$ cat src/rtl/axi_default_param_pkg.sv
// Default grid/AXI read channel types for the grid read target interface.
// Four-bit node ids, four-bit AXI ids, 32-bit address and data.
package axi_default_param_pkg;

    typedef logic [3:0] grid_id_t;
    typedef logic [3:0] axi_id_t;

    typedef struct packed {
        axi_id_t     id;
        logic [31:0] addr;
        logic [7:0]  len;
        logic [2:0]  size;
        logic [1:0]  burst;
    } ar_chan_t;

    typedef struct packed {
        axi_id_t     id;
        logic [31:0] data;
        logic [1:0]  resp;
        logic        last;
    } r_chan_t;

    typedef struct packed {
        grid_id_t src;
        grid_id_t dst;
        ar_chan_t ar;
    } grid_ar_chan_t;

    typedef struct packed {
        grid_id_t src;
        grid_id_t dst;
        r_chan_t  r;
    } grid_r_chan_t;

endpackage

$ cat src/rtl/axi_grid_rd_tni.sv
// Grid-to-AXI read target interface: remaps AXI ids to tag slots that
// remember the requester, and routes read data back to it.
module axi_grid_rd_tni #(
    parameter type grid_id_t      = axi_default_param_pkg::grid_id_t,
    parameter type grid_ar_chan_t = axi_default_param_pkg::grid_ar_chan_t,
    parameter type grid_r_chan_t  = axi_default_param_pkg::grid_r_chan_t,
    parameter type ar_chan_t      = axi_default_param_pkg::ar_chan_t,
    parameter type r_chan_t       = axi_default_param_pkg::r_chan_t,
    parameter type axi_id_t       = axi_default_param_pkg::axi_id_t,
    parameter grid_id_t    NI_ID           = '0,
    parameter int unsigned MAX_OUTSTANDING = 4,
    localparam int unsigned SW = $clog2(MAX_OUTSTANDING)
) (
    input  logic          clk_i,
    input  logic          arst_ni,
    input  grid_ar_chan_t grid_ar_i,
    input  logic          grid_ar_valid_i,
    output logic          grid_ar_ready_o,
    output grid_r_chan_t  grid_r_o,
    output logic          grid_r_valid_o,
    input  logic          grid_r_ready_i,
    output ar_chan_t      axi_ar_o,
    output logic          axi_ar_valid_o,
    input  logic          axi_ar_ready_i,
    input  r_chan_t       axi_r_i,
    input  logic          axi_r_valid_i,
    output logic          axi_r_ready_o,
    output logic [SW:0]   outstanding_o,
    output logic          err_o
);

    logic [MAX_OUTSTANDING-1:0] busy_q, busy_d;
    grid_id_t                   src_q  [MAX_OUTSTANDING];
    grid_id_t                   src_d  [MAX_OUTSTANDING];
    axi_id_t                    orig_q [MAX_OUTSTANDING];
    axi_id_t                    orig_d [MAX_OUTSTANDING];
    logic [SW:0]                cnt_q, cnt_d;
    logic                       err_q, err_d;

    logic          free_any;
    logic [SW-1:0] free_idx;
    logic [SW-1:0] slot;
    logic          hit;
    grid_id_t      slot_src;
    axi_id_t       slot_orig;
    logic          dst_ok;
    logic          alloc;
    logic          r_hs;
    logic          rel;

    // Lowest-index free slot; only registered busy bits are considered, so a
    // slot being released this cycle is never handed out in the same cycle.
    always_comb begin
        free_any = 1'b0;
        free_idx = '0;
        for (int i = MAX_OUTSTANDING - 1; i >= 0; i--) begin
            if (!busy_q[i]) begin
                free_any = 1'b1;
                free_idx = SW'(i);
            end
        end
    end

    always_comb begin
        slot      = axi_r_i.id[SW-1:0];
        hit       = 1'b0;
        slot_src  = '0;
        slot_orig = '0;
        for (int i = 0; i < MAX_OUTSTANDING; i++) begin
            if (slot == SW'(i)) begin
                hit       = busy_q[i];
                slot_src  = src_q[i];
                slot_orig = orig_q[i];
            end
        end
    end

    always_comb begin
        dst_ok          = (grid_ar_i.dst == NI_ID);
        axi_ar_valid_o  = grid_ar_valid_i & dst_ok & free_any;
        grid_ar_ready_o = dst_ok ? (free_any & axi_ar_ready_i) : 1'b1;
        axi_ar_o        = grid_ar_i.ar;
        axi_ar_o.id     = axi_id_t'(free_idx);

        grid_r_valid_o  = axi_r_valid_i;
        axi_r_ready_o   = grid_r_ready_i;
        grid_r_o        = '0;
        grid_r_o.src    = NI_ID;
        grid_r_o.dst    = hit ? slot_src : '0;
        grid_r_o.r      = axi_r_i;
        grid_r_o.r.id   = hit ? slot_orig : '0;
    end

    always_comb begin
        alloc  = axi_ar_valid_o & axi_ar_ready_i;
        r_hs   = axi_r_valid_i & grid_r_ready_i;
        rel    = r_hs & axi_r_i.last & hit;
        busy_d = busy_q;
        src_d  = src_q;
        orig_d = orig_q;
        for (int i = 0; i < MAX_OUTSTANDING; i++) begin
            if (rel && slot == SW'(i)) begin
                busy_d[i] = 1'b0;
            end
            if (alloc && free_idx == SW'(i)) begin
                busy_d[i] = 1'b1;
                src_d[i]  = grid_ar_i.src;
                orig_d[i] = grid_ar_i.ar.id;
            end
        end
        cnt_d = cnt_q + (SW+1)'(alloc) - (SW+1)'(rel);
        // Misrouted requests and beats for idle slots are both reported.
        err_d = (grid_ar_valid_i & ~dst_ok) | (r_hs & ~hit);
    end

    always_ff @(posedge clk_i or negedge arst_ni) begin
        if (!arst_ni) begin
            busy_q <= '0;
            cnt_q  <= '0;
            err_q  <= 1'b0;
            for (int i = 0; i < MAX_OUTSTANDING; i++) begin
                src_q[i]  <= '0;
                orig_q[i] <= '0;
            end
        end else begin
            busy_q <= busy_d;
            cnt_q  <= cnt_d;
            err_q  <= err_d;
            for (int i = 0; i < MAX_OUTSTANDING; i++) begin
                src_q[i]  <= src_d[i];
                orig_q[i] <= orig_d[i];
            end
        end
    end

    assign outstanding_o = cnt_q;
    assign err_o         = err_q;

endmodule

$ cat config.mk
export PLATFORM = sky130hd
export DESIGN_NAME = axi_grid_rd_tni
export DESIGN_NICKNAME = d
export VERILOG_FILES = /design/src/rtl/axi_default_param_pkg.sv /design/src/rtl/axi_grid_rd_tni.sv
export SDC_FILE = /design/constraint.sdc
export NUM_CORES = 1
export LEC_CHECK = 0
export ABC_AREA = 1
export CORE_MARGIN = 8
export CORE_UTILIZATION = 25
export DETAILED_ROUTE_END_ITERATION = 10
export PLACE_DENSITY_LB_ADDON = 0.08
export SYNTH_ARGS = -nofsm -noshare
export SYNTH_HDL_FRONTEND = slang
export SYNTH_SLANG_ARGS = --single-unit
export TNS_END_PERCENT = 10
$ cat constraint.sdc
create_clock -name clk_i -period 2.9 [get_ports clk_i]
set_input_delay 0.58 -clock clk_i [delete_from_list [all_inputs] [get_ports clk_i]]
set_output_delay 0.58 -clock clk_i [all_outputs]
set_load 0.005 [all_outputs]
; After elaboration in Yosys (flattened, before gate mapping)
; Index checks and enable logic that the tools add are counted.
[word_totals]
wordCells = 80
reg_bits = 40
input_bits = 102
[op_classes]
n_mux = 31
bitwise_logic = 12
eq_ne = 6
n_addsub = 2
reduce_logical = 15
[ops]
columns = operator, n
row1 = two-way mux 4 bit, 10
row2 = two-way mux 1 bit, 17
row3 = bitwise AND 1 bit, 9
row4 = == test 2 bit (second input constant), 4
row5 = logical AND 1 bit, 8
row6 = two-way mux 2 bit, 4
row7 = nonzero test 2 bit, 4
row8 = == test 2 x 1 -> 1 bit (second input constant), 2
row9 = zero test 2 bit, 2
row10 = zero test 4 bit, 1
row11 = adder 3 x 1 -> 3 bit, 1
row12 = subtractor 3 x 1 -> 3 bit, 1
row13 = inverter 1 bit, 2
row14 = OR 1 bit, 1

; Longest topological paths before layout
; Gate-level depths: netlist (run 1).
[depth]
ltp_word = 9
ltp_mapped = 15
depth_no_buf = 13

; Worst setup path after synthesis (run 1)
; Ideal clock, no wire load.
[synth_path]
kind = input to register
start = input port axi_r_i[35] in the netlist's numbering
end = register cnt_q[2] (netlist: outstanding_o[2])
setup_slack_ns = 0.353
cell_stages = 14
arrival_time_ns = 2.468
setup_time_ns = 0.079
cell_sequence = buf_6 > nor2_2 > nand2_1 > nand3_1 > nand2_1 > buf_6 > inv_1 > nor2_1 > ha_1 > inv_1 > ha_1 > fa_1 > xnor2_1 > xor2_1
[synth_between]
elab_chain_cells = 7
word_cells_on_any_way = 10
cone_classes = add/sub: 1 / eq/ne: 3 / mux: 4 / bitwise: 1 / reduce/logical: 1
[synth_lines]
columns = element, line
row1 = start: declaration, axi_grid_rd_tni.sv:25  ; input r_chan_t axi_r_i,
row2 = zero test 2 bit, axi_grid_rd_tni.sv:70  ; if (slot == SW'(i)) begin
row3 = two-way mux 1 bit (3 in a row), axi_grid_rd_tni.sv:70
row4 = two-way mux 1 bit *, axi_grid_rd_tni.sv:70
row5 = bitwise AND 1 bit *, axi_grid_rd_tni.sv:97  ; rel = r_hs & axi_r_i.last & hit;
row6 = subtractor 3 x 1 -> 3 bit *, axi_grid_rd_tni.sv:111  ; cnt_d = cnt_q + (SW+1)'(alloc) - (SW+1)'(rel);
row7 = named net cnt_d[2], axi_grid_rd_tni.sv:37  ; logic [SW:0] cnt_q, cnt_d;
row8 = end signal: assignment, axi_grid_rd_tni.sv:127  ; cnt_q <= cnt_d;
row9 = end: declaration, axi_grid_rd_tni.sv:37
; Mark *: on every way through the listed nets, which the timed path passes. The rest lies on a longest branch.
; A chain may end at the register's enable or synchronous reset.

==> results of run 1 <==
how the worst max path moves through the flow:
stage                       endpoint  depth (start not counted)
CTS                     grid_r_o[35]                         10
detailed placement  outstanding_o[2]                         14
floorplan           outstanding_o[2]                         14
global route            grid_r_o[42]                         10
finish                  grid_r_o[39]                         10
global placement        grid_r_o[35]                         10
per-stage QoR:
step | util [%] | worst slack (ns) | hold slack [ns] | cell area, um^2 | total power [mW]
2_1_floorplan | - | 0.3528 | 0.2844 | 2910 | 0.9574
3_3_place_gp | 25.33 | -0.1034 | 0.4557 | 2880 | 1.049
3_5_place_dp | 25.33 | -0.1217 | 0.4563 | 2880 | 1.050
4_1_cts | 26.98 | -0.0008031 | 0.1994 | 3068 | 1.748
5_1_grt | 27.25 | -0.09067 | 0.2056 | 3098 | 1.811
6_report | 27.25 | 0.06824 | 0.1952 | 3098 | 1.718
registers in the layout, indices dropped and copies added (netlist names):
name / flops
outstanding_o: 3
src_q: 16
orig_q: 16
err_o: 1
busy_q: 4
cell type report:
| type | count | area, um^2 |
|---|---|---|
| fill | 1277 | 8272 |
| sequential | 40 | 1001 |
| tap | 143 | 178.9 |
| clock inverter | 1 | 30.03 |
| timing repair buffer | 60 | 560.5 |
| clock buffer | 7 | 152.6 |
| multi-input combinational | 181 | 1028 |
| inverter | 39 | 146.4 |
cells in the mapped netlist, types with 2 or more instances:
cell	instances
o21ai_0	14
inv_2	3
nand2_1	85
dfrtp_1	40
nor2_2	3
clkinv_1	2
buf_4	89
ha_1	2
buf_8	2
nand2_4	4
inv_1	34
nor2_4	2
nand3_1	7
a21oi_1	2
o211ai_1	3
buf_6	3
nand4_1	10
nor2_1	7
o21ai_2	25
nand2_2	5
per-layer routing:
metal / up-vias / wire [um] / track usage (%)
met3: 41 / 504 / 2.374
met4: 0 / 429 / 6.922
met5: - / 0 / 0
li1: 951 / - / -
met2: 59 / 3102 / 15.07
met1: 906 / 3448 / 12.90
cell families (layout without fill, tap and decap cells):
| group | Yosys count | in the layout | share of synthesized area, % |
|---|---|---|---|
| buffers and inverters | 134 | 107 | 31.07 |
| AND/OR/NAND/NOR | 125 | 125 | 20.73 |
| AO/OA/AOI/OAI | 45 | 45 | 11.29 |
| flip-flops | 40 | 40 | 34.62 |
| adder cells (fa/ha/maj) | 3 | 3 | 1.558 |
| XOR/XNOR | 2 | 2 | 0.6059 |
| other | 1 | 6 | 0.1297 |
power groups by stage:
stage,registers [mW],clock network [mW],logic [mW]
6_report,0.673,0.682,0.362
5_1_grt,0.682,0.721,0.408
4_1_cts,0.674,0.705,0.369
3_5_place_dp,0.684,0,0.366
3_3_place_gp,0.683,0,0.366
2_1_floorplan,0.674,0,0.283
what timing repair did:
| action | CTS | global route |
|---|---|---|
| endpoints found under the setup margin | 8 | 7 |
| hold buffers | 0 | 0 |
| resized for setup | 7 | 11 |
| cloned | 0 | 0 |
==> results.json, run 1 <==
{
  "status": "finished clean",
  "critPathMaxFanout": 8,
  "startpoint": "axi_r_i[36]",
  "die_y_um": 123.5,
  "path_delay_family": "buffers and inverters",
  "report.final.slew_viol_count": 0,
  "clk_pin_slew_ns": 0.06,
  "slowest_delay_ns": 0.49,
  "synth.distinct_cells": 28,
  "grt_pass1_vias": 2072,
  "core_area_um2": 11370,
  "r2r_slack_ns": 0.55,
  "drt.antenna.violating_nets": 0,
  "wirelength_um": 7485,
  "post-dp-hpwl_um": 5494,
  "synthesis.area_um2": 2892,
  "syn_area_per_cell_um2": 8.261,
  "grt_pass1_wl_um": 11700,
  "mostFrequentLayoutCells": "83 x nand2_1, 40 x dfrtp_1, 34 x inv_1",
  "start_util_pct": 25.43,
  "grt_max_degree": 28,
  "crit_arrival_ns": 2.25,
  "p_comb_share_pct": 21.1,
  "port-buffer-count": 39,
  "timing.final.crit_period_ns": 2.832,
  "diodes": 0,
  "dieArea_um2": 15260,
  "switchingPower_mw": 0.4568,
  "vias_per_cell": 4.155,
  "ios": 206,
  "area_growth_pct": 7.140,
  "cts_tree": "done",
  "yosysTopAreaCell": "dfrtp_1",
  "post_synth_inst_count": 350,
  "fin_crit_sh_pct": 97.65,
  "mostFrequentLayoutCell": "nand2_1",
  "post_cts_buffers": 0,
  "synth_top_area_share_pct": 34.62,
  "endpoint_kind": "output port",
  "drtIter0Drc": 83,
  "finalSetupViolations": 0,
  "fin_cells": 471,
  "placed_cells": 463,
  "irDropWorstVdd_uv": 206.3,
  "synth_seq_area_share_pct": 34.62,
  "async_flop_share_pct": 100.0,
  "nets": 432,
  "timing_worst_setup_path_type": "in2out",
  "synthFlopType": "dfrtp_1",
  "drc": 0,
  "clockRootBuffer": "clkbuf_16",
  "r2r_end": "outstanding_o[2]",
  "rsz0062_at_grt": "true",
  "cts.sink_count": 40,
  "crit_slowest_cell": "clkdlybuf4s50_1",
  "numCtsBuffers": 5,
  "grt_use_total_pct": 10.17,
  "first_pass_iters": 4,
  "die_w_um": 123.5,
  "finClkSkew_ns": 0.006037,
  "hold_viol_final": 0,
  "clock.fmax_mhz": 353.1,
  "wl_per_cell_um": 15.89,
  "cts_buffer_depth": 2,
  "clock_latency_ns": 0.28,
  "synth_area_leaders": "dfrtp_1 35%, buf_4 23%, nand2_1 11%",
  "num_vias": 1957,
  "p_leak_nw": 1.655,
  "fp-row-count": 39,
  "p_per_area_nw_per_um2": 554.5,
  "worst_ep_required_time_ns": 2.32,
  "synth_seq_cells": 40,
  "r2r-start": "busy_q[2]",
  "htree_levels": 2,
  "tns_ns": 0,
  "overflow": 0,
  "ys_warn_count": 0,
  "gp_congestion": 0.7221,
  "cp_cell_sequence": "clkdlybuf4s50_1 > buf_6 > nor2_2 > nand2_1 > nand3_1 > nand2_2 > buf_6 > nand2_1 > inv_1 > clkdlybuf4s50_1",
  "maxCapViolations": 0,
  "drive_above_1_share_pct": 23.78,
  "crit_buf_inv": 5,
  "pwr-share-seq_pct": 39.2,
  "p_int_mw": 1.261,
  "pwr-share-clk_pct": 39.7,
  "p_sw_share_pct": 26.59,
  "startpoint_type": "input port",
  "hp-class": "in2async",
  "reg2reg_depth": 12,
  "antenna_found_initial": 0,
  "synth-edff-count": 0
}
Power figures use the tool's default switching activity.
==> inputs of run 2 (changes only) <==
- CORE_UTILIZATION: 25 -> 30
==> run 2 against run 1 <==
  * Sequential cell count is the same
  * Sequential share of layout area grew 1.5 points
  * Highest routed layer unchanged
  * Sequential power is essentially flat
  * Die area shrank 15%
  * Non-clock buffer count shrank 3
  * Largest power group is now sequential cells
  * First-iteration DRC count shrank 9.6%
  * Global-route usage grew 1.9 points
  * Setup slack gained 0.16 ns
  * Largest cell class unchanged
==> results.json, run 2 (synthesis gave the netlist of run 1 again) <==
{
  "antenna_found_initial": 0,
  "post-dp-hpwl_um": 5855,
  "hold_viol_final": 0,
  "mostFrequentLayoutCell": "nand2_1",
  "endpoint_kind": "output port",
  "power.total_mw": 1.437,
  "timing_worst_setup_path_type": "in2out",
  "grt_pass1_vias": 1948,
  "hp-class": "in2async",
  "critPathMaxFanout": 5,
  "grt_pass1_wl_um": 11760,
  "die_w_um": 114.2,
  "numCtsBuffers": 5,
  "p_per_area_nw_per_um2": 485.8,
  "p_comb_share_pct": 25.3,
  "pwr-share-clk_pct": 28.0,
  "vias_per_cell": 4.183,
  "setup_slack_ns": 0.2331,
  "drc": 0,
  "start_util_pct": 30.28,
  "wirelength_um": 7823,
  "first_pass_iters": 4,
  "clockRootBuffer": "clkbuf_8",
  "maxCapViolations": 0,
  "diodes": 0,
  "slew_headroom_pct": 35.77,
  "clk_pin_slew_ns": 0.08,
  "report.final.slew_viol_count": 0,
  "worst_ep_required_time_ns": 2.32,
  "p_leak_nw": 1.518,
  "startpoint_type": "input port",
  "timing.final.crit_period_ns": 2.667,
  "grt_max_degree": 41,
  "cts.sink_count": 40,
  "p_sw_share_pct": 30.40,
  "pre_cts_slack_ns": -0.1277,
  "drive_above_1_share_pct": 21.85,
  "drtIter0Drc": 75,
  "post_cts_buffers": 0,
  "tightest_slew_ns": 0.9634,
  "drt.antenna.violating_nets": 0,
  "cts_resized": 6,
  "area_growth_pct": 2.293,
  "ios": 206,
  "num_vias": 1916,
  "overflow": 0,
  "top_regs": "orig_q x16, src_q x16, busy_q x4",
  "pwr-share-seq_pct": 46.7,
  "port-buffer-count": 39,
  "gp_congestion": 0.7449,
  "rsz0062_at_grt": "false",
  "cts_hold_buf": 0,
  "nets": 429,
  "fp-row-count": 36,
  "wl_per_cell_um": 17.08,
  "switchingPower_mw": 0.4368,
  "mostFrequentLayoutCells": "84 x nand2_1, 40 x dfrtp_1, 35 x clkdlybuf4s50_1",
  "die_y_um": 114.2,
  "fin_crit_sh_pct": 91.96,
  "core_area_um2": 9549,
  "finalSetupViolations": 0,
  "startpoint": "axi_r_i[35]",
  "dieArea_um2": 13040,
  "irDropWorstVdd_uv": 236.6,
  "r2r-start": "busy_q[2]",
  "htree_levels": 2,
  "grt_use_total_pct": 12.07,
  "clock_latency_ns": 0.29,
  "p_int_mw": 1.000,
  "tns_ns": 0,
  "cts_tree": "done",
  "reg2reg_depth": 12,
  "finClkSkew_ns": 0.003124,
  "clock.fmax_mhz": 375.0,
  "status": "finished clean",
  "cts_buffer_depth": 2,
  "crit_arrival_ns": 2.09,
  "worst_hold_slack_ns": 0.4368
}
-- run 2: changes by cell type in the layout (fill, tap and decap cells not counted), sizes merged --
cell           change
clkdlybuf4s50      +4
dlymetal6s2s       -4
buf                -3
bufinv             -1
clkbuf             +1
-- run 2: layer usage --
| metal | global-route usage, % | part of all wire, % | vias to the layer above |
|---|---|---|---|
| met2 | 19.05 | 46 | 81 |
| met3 | 4.483 | 8.1 | 33 |
| met1 | 14.21 | 42 | 855 |
| li1 | - | - | 947 |
| met5 | 0 | 0 | - |
| met4 | 5.679 | 3.5 | 0 |
-- run 2: worst max-delay path, stage by stage --
cell and delay (ns):
dlygate4sd2_1 0.29, buf_4 0.15, nor2_2 0.03, buf_4 0.15, nand2_1 0.05, nand2_1 0.04, o21ai_0 0.15, o211ai_1 0.10
inv_1 0.06, clkdlybuf4s50_1 0.49
-- run 2: layout make-up --
cell class / instances / area, um^2
Clock buffer: 8 / 90.09
Fill cell: 1076 / 6591
Inverter: 39 / 146.4
Multi-Input combinational cell: 181 / 1017
Sequential cell: 40 / 1001
Tap cell: 133 / 166.4
Timing Repair Buffer: 57 / 536.8
-- run 2: power by group through the flow --
| stage | combinational (mW) | sequential [mW] | clock (mW) |
|---|---|---|---|
| floorplan | 0.283 | 0.674 | 0 |
| global placement | 0.364 | 0.683 | 0 |
| finish | 0.363 | 0.671 | 0.402 |
| CTS | 0.371 | 0.672 | 0.416 |
| global route | 0.408 | 0.680 | 0.437 |
| detailed placement | 0.369 | 0.683 | 0 |
-- run 2: worst paths after layout --
check,endpoint,slack (ns)
max,grid_r_o[37],0.23
min,orig_q[1],0.44
max reg2reg,outstanding_o[2],0.51
min reg2reg,src_q[6],0.47
max in group asynchronous,orig_q[6],1.88
min in group clk_i,src_q[6],0.47
-- run 2: metrics by stage --
stage | instances | utilization, % | instance area (um^2)
finish | 458 | 30.97 | 2958
global placement | 450 | 29.93 | 2858
floorplan | 355 | - | 2910
CTS | 458 | 30.91 | 2952
global route | 458 | 30.97 | 2958
detailed placement | 450 | 29.93 | 2858
